--- src/rtl/keypad_scanner_if.sv ---
// Keypad scanner signal bundle: matrix pins plus the key stream handed to the
// code-entry checker. The scanner takes the master side.
interface keypad_scanner_if;
    logic [3:0] row;         // row returns, active-low, asynchronous
    logic [3:0] col;         // column drives, active-low, one bit low
    logic [3:0] button;      // code of the accepted key
    logic       bstate;      // high while the accepted key is held
    logic       key_strobe;  // one-cycle pulse as bstate falls

    modport master (
        input  row,
        output col,
        output button,
        output bstate,
        output key_strobe
    );

    modport slave (
        output row,
        input  col,
        input  button,
        input  bstate,
        input  key_strobe
    );
endinterface

--- src/rtl/keypad_scanner.sv ---
// 4x4 matrix keypad scanner: rotates an active-low column drive, synchronizes
// and debounces the row returns, and reports a single held key as a 4-bit code
// with a level strobe (bstate) and a release pulse (key_strobe).
module keypad_scanner #(
    parameter int unsigned SCAN_DIV        = 1000,
    parameter int unsigned DEBOUNCE_CYCLES = 20000
) (
    input logic              hwclk,
    input logic              reset,
    keypad_scanner_if.master kp
);

    localparam int unsigned SlotW = $clog2(SCAN_DIV);
    localparam int unsigned CntW  = $clog2(DEBOUNCE_CYCLES + 1);

    localparam logic [SlotW-1:0] SlotLast = SlotW'(SCAN_DIV - 1);
    localparam logic [CntW-1:0]  CntLast  = CntW'(DEBOUNCE_CYCLES - 1);
    localparam logic [CntW-1:0]  CntMax   = CntW'(DEBOUNCE_CYCLES);
    localparam logic [3:0]       ColFirst = 4'b1110;

    typedef enum logic [1:0] {
        StScan,
        StPressDb,
        StHeld,
        StRelDb
    } state_e;

    // Row synchronizer
    logic [3:0] row_meta_q;
    logic [3:0] rs_q;

    // Control state
    state_e            state_q, state_d;
    logic [SlotW-1:0]  slot_q, slot_d;
    logic [CntW-1:0]   cnt_q, cnt_d;
    logic [3:0]        col_q, col_d;
    logic [1:0]        cap_row_q, cap_row_d;

    // Key stream outputs
    logic [3:0]        button_q, button_d;
    logic              bstate_q, bstate_d;
    logic              key_strobe_q, key_strobe_d;

    // Derived values
    logic              rs_any_low;
    logic [1:0]        low_row;
    logic [1:0]        col_idx;
    logic              cap_rs;
    logic [CntW-1:0]   cnt_inc;
    logic [3:0]        col_next;

    // Keypad legend for (row, column); star and hash sit at 14 and 15.
    function automatic logic [3:0] key_code(input logic [1:0] r, input logic [1:0] c);
        logic [3:0] code;
        case ({r, c})
            4'h0:    code = 4'd1;
            4'h1:    code = 4'd2;
            4'h2:    code = 4'd3;
            4'h3:    code = 4'd10;
            4'h4:    code = 4'd4;
            4'h5:    code = 4'd5;
            4'h6:    code = 4'd6;
            4'h7:    code = 4'd11;
            4'h8:    code = 4'd7;
            4'h9:    code = 4'd8;
            4'ha:    code = 4'd9;
            4'hb:    code = 4'd12;
            4'hc:    code = 4'd14;
            4'hd:    code = 4'd0;
            4'he:    code = 4'd15;
            default: code = 4'd13;
        endcase
        return code;
    endfunction

    // Two-flop synchronizer for the asynchronous rows; idles high like the pull-ups.
    always_ff @(posedge hwclk) begin
        if (reset) begin
            row_meta_q <= 4'hf;
            rs_q       <= 4'hf;
        end else begin
            row_meta_q <= kp.row;
            rs_q       <= row_meta_q;
        end
    end

    // Row priority, column index and counter helpers used by the next-state logic.
    always_comb begin
        rs_any_low = ~&rs_q;
        if (!rs_q[0]) begin
            low_row = 2'd0;
        end else if (!rs_q[1]) begin
            low_row = 2'd1;
        end else if (!rs_q[2]) begin
            low_row = 2'd2;
        end else begin
            low_row = 2'd3;
        end

        unique case (col_q)
            4'b1110: col_idx = 2'd0;
            4'b1101: col_idx = 2'd1;
            4'b1011: col_idx = 2'd2;
            4'b0111: col_idx = 2'd3;
            default: col_idx = 2'd0;
        endcase

        cap_rs   = rs_q[cap_row_q];
        // Saturate rather than wrap so a stuck count can never alias to zero.
        cnt_inc  = (cnt_q == CntMax) ? cnt_q : cnt_q + 1'b1;
        col_next = {col_q[2:0], col_q[3]};
    end

    // Next-state and output decisions for scan / debounce / hold / release.
    always_comb begin
        state_d      = state_q;
        slot_d       = slot_q;
        cnt_d        = cnt_q;
        col_d        = col_q;
        cap_row_d    = cap_row_q;
        button_d     = button_q;
        bstate_d     = bstate_q;
        key_strobe_d = 1'b0;

        unique case (state_q)
            StScan: begin
                if (slot_q == SlotLast) begin
                    slot_d = '0;
                    // The slot-end sample still sees the column driven this slot;
                    // on a hit the column stays put instead of rotating.
                    if (rs_any_low) begin
                        state_d   = StPressDb;
                        cap_row_d = low_row;
                        cnt_d     = '0;
                    end else begin
                        col_d = col_next;
                    end
                end else begin
                    slot_d = slot_q + 1'b1;
                end
            end

            StPressDb: begin
                if (!cap_rs) begin
                    // Comparing against the last count accepts on the sample
                    // that brings the count to DEBOUNCE_CYCLES.
                    if (cnt_q == CntLast) begin
                        state_d  = StHeld;
                        button_d = key_code(cap_row_q, col_idx);
                        bstate_d = 1'b1;
                        cnt_d    = '0;
                    end else begin
                        cnt_d = cnt_inc;
                    end
                end else begin
                    // Bounce: give up on this key and move on to the next column.
                    state_d = StScan;
                    col_d   = col_next;
                    slot_d  = '0;
                    cnt_d   = '0;
                end
            end

            StHeld: begin
                if (cap_rs) begin
                    state_d = StRelDb;
                    cnt_d   = '0;
                end
            end

            StRelDb: begin
                if (cap_rs) begin
                    if (cnt_q == CntLast) begin
                        state_d      = StScan;
                        bstate_d     = 1'b0;
                        key_strobe_d = 1'b1;
                        col_d        = ColFirst;
                        slot_d       = '0;
                        cnt_d        = '0;
                    end else begin
                        cnt_d = cnt_inc;
                    end
                end else begin
                    state_d = StHeld;
                    cnt_d   = '0;
                end
            end

            default: begin
                state_d = StScan;
            end
        endcase
    end

    // Control and output registers; reset drops bstate without a strobe.
    always_ff @(posedge hwclk) begin
        if (reset) begin
            state_q      <= StScan;
            slot_q       <= '0;
            cnt_q        <= '0;
            col_q        <= ColFirst;
            cap_row_q    <= 2'd0;
            button_q     <= 4'd0;
            bstate_q     <= 1'b0;
            key_strobe_q <= 1'b0;
        end else begin
            state_q      <= state_d;
            slot_q       <= slot_d;
            cnt_q        <= cnt_d;
            col_q        <= col_d;
            cap_row_q    <= cap_row_d;
            button_q     <= button_d;
            bstate_q     <= bstate_d;
            key_strobe_q <= key_strobe_d;
        end
    end

    assign kp.col        = col_q;
    assign kp.button     = button_q;
    assign kp.bstate     = bstate_q;
    assign kp.key_strobe = key_strobe_q;

endmodule

--- src/flat_wrapper.sv ---
// flat-port wrapper written by rule: the top's interface ports become plain ports
module keypad_scanner_flat 
#(
    parameter int unsigned SCAN_DIV        = 1000,
    parameter int unsigned DEBOUNCE_CYCLES = 20000
)
  (hwclk, reset, kp_row, kp_col, kp_button, kp_bstate, kp_key_strobe);
  keypad_scanner_if kp_i ();
  input logic hwclk;
  input logic reset;
  input wire logic [$bits(kp_i.row)-1:0] kp_row;
  output wire logic [$bits(kp_i.col)-1:0] kp_col;
  output wire logic [$bits(kp_i.button)-1:0] kp_button;
  output wire logic [$bits(kp_i.bstate)-1:0] kp_bstate;
  output wire logic [$bits(kp_i.key_strobe)-1:0] kp_key_strobe;
  assign kp_i.row = kp_row;
  assign kp_col = kp_i.col;
  assign kp_button = kp_i.button;
  assign kp_bstate = kp_i.bstate;
  assign kp_key_strobe = kp_i.key_strobe;
  keypad_scanner #(.SCAN_DIV(SCAN_DIV), .DEBOUNCE_CYCLES(DEBOUNCE_CYCLES)) u_core (.hwclk(hwclk), .reset(reset), .kp(kp_i));
endmodule
--- config.mk ---
export PLATFORM = sky130hd
export DESIGN_NAME = keypad_scanner_flat
export DESIGN_NICKNAME = d
export VERILOG_FILES = /design/src/rtl/keypad_scanner_if.sv /design/src/rtl/keypad_scanner.sv /design/src/flat_wrapper.sv
export SDC_FILE = /design/constraint.sdc
export NUM_CORES = 1
export LEC_CHECK = 0
export CORE_MARGIN = 4
export CORE_UTILIZATION = 59
export DETAILED_ROUTE_END_ITERATION = 8
export PLACE_DENSITY = 0.79
export SLEW_MARGIN = 15
export SYNTH_ARGS = -nofsm -noshare
export SYNTH_HDL_FRONTEND = slang
export SYNTH_SLANG_ARGS = --single-unit
--- constraint.sdc ---
create_clock -name hwclk -period 2.9 [get_ports hwclk]
set_input_delay 0.58 -clock hwclk [delete_from_list [all_inputs] [get_ports hwclk]]
set_output_delay 0.58 -clock hwclk [all_outputs]
set_load 0.005 [all_outputs]
==> results of run 1 <==
## critical path, cell delays in order (launching register included)
cell and delay, ns:
dfxtp_1 0.38, or4b_4 0.56, nor4_1 0.55, nand2_1 0.16
a21boi_2 0.46, a311oi_1 0.16
## area by class of cell
cell class / instances / area, sq um / share of cell area, %
timing repair buffer: 19 / 180 / 6.44
sequential: 47 / 941 / 33.6
inverter: 17 / 63.8 / 2.28
multi-input combinational: 211 / 1450 / 51.8
clock buffer: 8 / 100 / 3.58
tap: 50 / 62.6 / 2.24
## worst max-delay path by stage
stage | from | endpoint | depth (start not counted)
2_1_floorplan | u_core.cnt_q[6]$_SDFFE_PP0P_ | u_core.kp.button[1]$_SDFFE_PP0P_ | 5
3_3_place_gp | u_core.cnt_q[6]$_SDFFE_PP0P_ | u_core.slot_q[6]$_SDFFE_PP0P_ | 5
3_5_place_dp | u_core.cnt_q[6]$_SDFFE_PP0P_ | u_core.slot_q[5]$_SDFFE_PP0P_ | 5
4_1_cts | u_core.cnt_q[6]$_SDFFE_PP0P_ | u_core.slot_q[5]$_SDFFE_PP0P_ | 5
5_1_grt | u_core.cnt_q[6]$_SDFFE_PP0P_ | u_core.slot_q[5]$_SDFFE_PP0P_ | 5
6_report | u_core.cnt_q[6]$_SDFFE_PP0P_ | u_core.slot_q[5]$_SDFFE_PP0P_ | 5
## registers in the layout, summed over array words and instances, names as in the netlist, 2 cells and up, named ones only
signal / count
u_core.slot_q: 10
u_core.row_meta_q: 4
u_core.kp.button: 4
u_core.kp.col: 4
u_core.cap_row_q: 2
u_core.cnt_q: 15
u_core.rs_q: 4
## where the power goes
part / switching, mW / internal, mW
sequential: 0.00679 / 0.655
combinational: 0.0222 / 0.0220
clock: 0.206 / 0.218
total: 0.235 / 0.894
## placed cells by master (no fill, tap or decap), types with 5 or more instances in the layout
cell type	n
dfxtp_1	47
nand2_1	26
inv_1	16
nor2_1	16
clkdlybuf4s50_1	15
nand3_1	14
mux2i_1	14
a21oi_1	14
o21ai_0	11
or2_2	9
a31oi_1	8
ha_1	8
o211ai_1	7
clkbuf_8	7
nand4_1	6
and3_1	6
a211oi_1	6
nor4_1	5
o32ai_1	5
## metrics by stage
step,utilization [%],area [sq um]
after floorplan,-,2510
after global placement,66.5,2700
after detailed placement,66.5,2700
after CTS,68.9,2800
after global routing,68.9,2800
final,68.9,2800
## cells by family after synthesis
logic type | Yosys count | share of synthesized area (%)
simple gates | 109 | 24.0
compound gates | 72 | 19.9
xor+xnor | 4 | 1.40
fa+ha+maj | 8 | 3.99
buf+inv | 32 | 4.84
mux | 18 | 8.29
flops | 47 | 37.5
## per-layer routing
| metal | GRT usage, % | part of all wire, % | vias to the layer above |
|---|---|---|---|
| met5 | 0 | 0 | - |
| met4 | 7.38 | 1.6 | 0 |
| met3 | 5.37 | 3.7 | 6 |
| met2 | 35.6 | 48 | 35 |
| met1 | 25.7 | 46 | 1036 |
| li1 | - | - | 1099 |
==> results.py, run 1 <==
metrics = {
    "pwr": {
        "p_per_area_nw_per_um2": 404,
        "p_leak_nw": 0.973,
        "p_total_mw": 1.13,
        "vdd_drop_max_mv": 0.421,
    },
    "sta": {
        "whs_ns": 0.411,
        "fin_crit_ns": 2.41,
        "relSlewSlack_pct": 54.2,
        "hold_violations": 0,
        "tightest_slew_ns": 0.686,
        "tns_ns": 0,
        "grt_setup_unrepaired": "false",
        "setup_viol": 0,
        "drv_slew": 0,
        "max_freq_ghz": 0.415,
        "finalCritPeriodShare_pct": 83.1,
        "fin_skew_ns": 0.00661,
        "final.setup.worst_slack_ns": 0.491,
    },
    "cells_and_area": {
        "drive_gt1_share_pct": 10.6,
        "fillers": 342,
        "diodes": 0,
        "synthToLayoutAreaGrowth_pct": 11.6,
        "finalNetCount": 315,
        "final_cells": 352,
    },
    "placement": {
        "port_buffers": 15,
        "dp_hpwl_mm": 3.59,
        "dpl.cell_count": 344,
        "place_ws_ns": 0.523,
        "gp_congestion": 0.873,
    },
    "detailed_routing": {
        "firstDrtPassIters": 4,
        "post-route-drc-count": 0,
        "dr_total_vias": 2176,
        "drt-total-wl_mm": 4.96,
        "vias_per_cell": 6.18,
        "drt_iter0_markers": 120,
        "drtAntennaViolNets": 0,
        "wl_per_cell_um": 14.1,
    },
    "clocking": {
        "tritoncts": "done",
        "clock-root-buffer": "clkbuf_8",
        "cts_setup_buffers": 0,
        "cts_resized": 0,
        "clkLatencyLatePin_ns": 0.30,
        "cts.sinks": 47,
        "clkTransAtPathRegs_ns": 0.08,
        "post_cts_hold_buffer_count": 0,
        "cts_made_buffers": 5,
        "h-tree-depth": 2,
        "clk_path_buf_depth": 2,
    },
    "yosys": {
        "syn-num-nets": 304,
        "ys_top_cells_by_area": "dfxtp_1 (38%), mux2i_1 (5.6%), ha_1 (4.0%), nand2_1 (3.9%), a21oi_1 (2.8%)",
        "yosysTopAreaCell": "dfxtp_1",
        "synth_edf_count": 0,
        "synth.most_common_cell": "dfxtp_1",
        "synth_top_area_share_pct": 37.5,
        "synth.yosys.seq_area_share_pct": 37.5,
        "async_flop_share_pct": 0,
        "synthDistinctLibCells": 51,
        "synthCells": 290,
        "synth_common_cells": "dfxtp_1 (47), nand2_1 (26), inv_1 (16), nor2_1 (16)",
        "synth_seq_cells": 47,
        "ys_warn_count": 0,
        "syn_avg_cell_area_sq_um": 8.64,
        "syn_area_sq_um": 2510,
        "ys.flop_type": "dfxtp_1",
    },
    "setup_path": {
        "r2r_setup_slack_ns": 0.49,
        "cp.required_ns": 3.06,
        "startpoint_type": "flip-flop",
        "cp-end-kind": "flip-flop",
        "crit_fanout": 10,
        "r2r-end": "u_core.slot_q[5]$_SDFFE_PP0P_",
        "rr_worst_depth": 5,
        "timing.rr.start": "u_core.cnt_q[6]$_SDFFE_PP0P_",
        "path_class": "flip-flop to flip-flop",
        "critPathArrivalTime_ns": 2.57,
    },
    "floorplanning": {
        "ios": 16,
        "start_util_pct": 61.8,
        "core_sq_um": 4060,
        "dieArea_sq_um": 5350,
        "die_w_um": 73.2,
        "placementRows": 23,
        "die_h_um": 73.2,
    },
    "global_route": {
        "grt_max_degree": 22,
        "globalRoute.totalOverflow": 0,
        "antenna_found_initial": 0,
        "grt_pass1_wl_mm": 8.87,
        "track_usage_pct": 21.0,
        "grt_pass1_vias": 2023,
    },
    "status": {
        "outcome": "complete, no violations",
    },
    "min_path": {
        "hp-class": "flip-flop to flip-flop",
        "min_path_cells": 1,
        "min_to": "u_core.rs_q[3]$_SDFF_PP1_",
        "hold_start": "u_core.row_meta_q[3]$_SDFF_PP1_",
    },
    "run": {
        "cap_violations": 0,
    },
}
(Power assumes the default switching activity.)
==> inputs of run 2 (changes only) <==
Settings changed: CORE_UTILIZATION 59 to 53, PLACE_DENSITY 0.79 to 0.75.
Clock period 2.9 ns to 2 ns, I/O delays scaled along.
==> results.py, run 2 (synthesized netlist as in run 1, its figures left out) <==
metrics = {
    "pwr": {
        "seq_power_share_pct": 54.1,
        "swShare_pct": 22.9,
        "p_total_mw": 1.77,
        "vdd_drop_max_mv": 0.384,
        "share_comb_of_total_power_pct": 4.5,
        "p_leak_nw": 1.28,
        "clock_power_share_pct": 41.4,
        "p_per_area_nw_per_um2": 517,
        "p_switching_uw": 406,
        "internal-power_mw": 1.37,
    },
    "setup_path": {
        "r2r-end": "u_core.kp.button[3]$_SDFFE_PP0P_",
        "cp-end-kind": "flip-flop",
        "critPathCapture": "u_core.kp.button[3]$_SDFFE_PP0P_",
        "critPathArrivalTime_ns": 2.35,
        "crit_fanout": 5,
        "cp.required_ns": 2.19,
        "timing.rr.start": "u_core.cnt_q[13]$_SDFFE_PP0P_",
        "startpoint_type": "flip-flop",
        "path_class": "flip-flop to flip-flop",
        "startpoint": "u_core.cnt_q[13]$_SDFFE_PP0P_",
        "rr_worst_depth": 6,
        "r2r_setup_slack_ns": -0.16,
    },
    "sta": {
        "fin_skew_ns": 0.00992,
        "tightest_slew_ns": 0.685,
        "fin_crit_ns": 2.16,
        "relSlewSlack_pct": 54.2,
        "finalCritPeriodShare_pct": 108,
        "grt_setup_unrepaired": "true",
        "tns_ns": -1.41,
        "max_freq_ghz": 0.464,
        "final.setup.worst_slack_ns": -0.155,
        "hold_violations": 0,
        "setup_viol": 25,
        "drv_slew": 0,
    },
    "status": {
        "violations": "setup timing",
        "outcome": "complete, but fails checks",
    },
    "cells_and_area": {
        "drive_gt1_share_pct": 30.1,
        "largest_reg_flops": 15,
        "regArea_sq_um": 947,
        "reg_top3": "u_core.cnt_q (15), u_core.slot_q (10)",
        "finalNetCount": 365,
        "fillers": 306,
        "final_util_pct": 76.6,
        "synthToLayoutAreaGrowth_pct": 36.8,
        "diodes": 0,
        "regMostFlops": "u_core.cnt_q",
        "multiInputGateArea_sq_um": 1610,
        "most-common-layout-cells": "dfxtp_1 (42), buf_4 (42), nand2_1 (25)",
    },
    "detailed_routing": {
        "wl_per_cell_um": 16.9,
        "drtAntennaViolNets": 0,
        "dr_total_vias": 2475,
        "drt_iter0_markers": 221,
        "firstDrtPassIters": 4,
        "drt-total-wl_mm": 6.85,
        "post-route-drc-count": 0,
        "vias_per_cell": 6.13,
    },
    "clocking": {
        "cts.sinks": 47,
        "clk_path_buf_depth": 2,
        "clkLatencyLatePin_ns": 0.31,
        "clkTransAtPathRegs_ns": 0.10,
        "h-tree-depth": 2,
        "cts_made_buffers": 5,
        "tritoncts": "done",
        "clock-root-buffer": "clkbuf_8",
    },
    "global_route": {
        "track_usage_pct": 20.8,
        "globalRoute.totalOverflow": 0,
        "grt_pass1_vias": 2365,
        "grt_max_degree": 36,
        "antenna_found_initial": 0,
        "grt_pass1_wl_mm": 10.2,
    },
    "floorplanning": {
        "placementRows": 24,
        "core_sq_um": 4470,
        "die_w_um": 76.8,
        "die_h_um": 76.8,
        "ios": 16,
        "dieArea_sq_um": 5890,
        "start_util_pct": 56.0,
    },
    "min_path": {
        "min_path_cells": 1,
        "hp-class": "flip-flop to flip-flop",
    },
    "placement": {
        "dp_hpwl_mm": 4.22,
        "place_ws_ns": -0.388,
        "gp_congestion": 0.843,
        "port_buffers": 15,
    },
    "run": {
        "cap_violations": 0,
    },
}
-- run 2: through the flow --
stage | hold slack [ns] | cell area, sq um | instances
floorplan | 0.389 | 2510 | 290
global placement | 0.390 | 3020 | 385
detailed placement | 0.394 | 3020 | 385
CTS | 0.419 | 3260 | 397
global route | 0.438 | 3430 | 404
finish | 0.416 | 3430 | 404
-- run 2: what timing repair did --
action | in CTS | in global routing
hold buffers | 0 | 0
gates cloned | 0 | 2
resized for setup | 27 | 16
pin swaps | 11 | 10
setup buffers | 4 | 5
endpoints found under the setup margin | 33 | 33
-- run 2: power by group through the flow --
stage                     clock network [mW]  registers [mW]  logic, mW
final                                  0.735           0.959     0.0795
after global routing                   0.784           0.962     0.0882
after CTS                              0.734           0.959     0.0770
after detailed placement                   0           0.981     0.0760
after global placement                     0           0.980     0.0728
after floorplan                            0           0.979     0.0413
-- run 2: layout make-up --
cell class                 count  area share (%)
tap                           52            1.90
clock buffer                   5            2.01
clock inverter                 3            1.39
sequential                    47            27.6
inverter                      17            1.86
multi-input combinational    212            46.9
timing repair buffer          68            18.4
-- run 2: per-layer routing --
| metal | wire, um | track usage [%] |
|---|---|---|
| met1 | 2910 | 25.4 |
| met3 | 357 | 5.04 |
| met5 | 0 | 0 |
| met2 | 3370 | 36.1 |
| met4 | 208 | 5.98 |
-- run 2: worst max-delay path, stage by stage (launching register included) --
cell,delay (ns)
dfxtp_2,0.34
or4b_4,0.55
buf_6,0.14
or4_4,0.44
nor3_4,0.26
mux2i_1,0.25
nor2_1,0.06
-- run 2: worst min-delay path by stage --
| stage | from | endpoint | slack (ns) |
|---|---|---|---|
| 2_1_floorplan | u_core.row_meta_q[0]$_SDFF_PP1_ | u_core.rs_q[0]$_SDFF_PP1_ | 0.39 |
| 3_3_place_gp | u_core.row_meta_q[2]$_SDFF_PP1_ | u_core.rs_q[2]$_SDFF_PP1_ | 0.39 |
| 3_5_place_dp | u_core.row_meta_q[0]$_SDFF_PP1_ | u_core.rs_q[0]$_SDFF_PP1_ | 0.39 |
| 4_1_cts | u_core.row_meta_q[0]$_SDFF_PP1_ | u_core.rs_q[0]$_SDFF_PP1_ | 0.42 |
| 5_1_grt | u_core.row_meta_q[3]$_SDFF_PP1_ | u_core.rs_q[3]$_SDFF_PP1_ | 0.44 |
| 6_report | u_core.row_meta_q[2]$_SDFF_PP1_ | u_core.rs_q[2]$_SDFF_PP1_ | 0.42 |
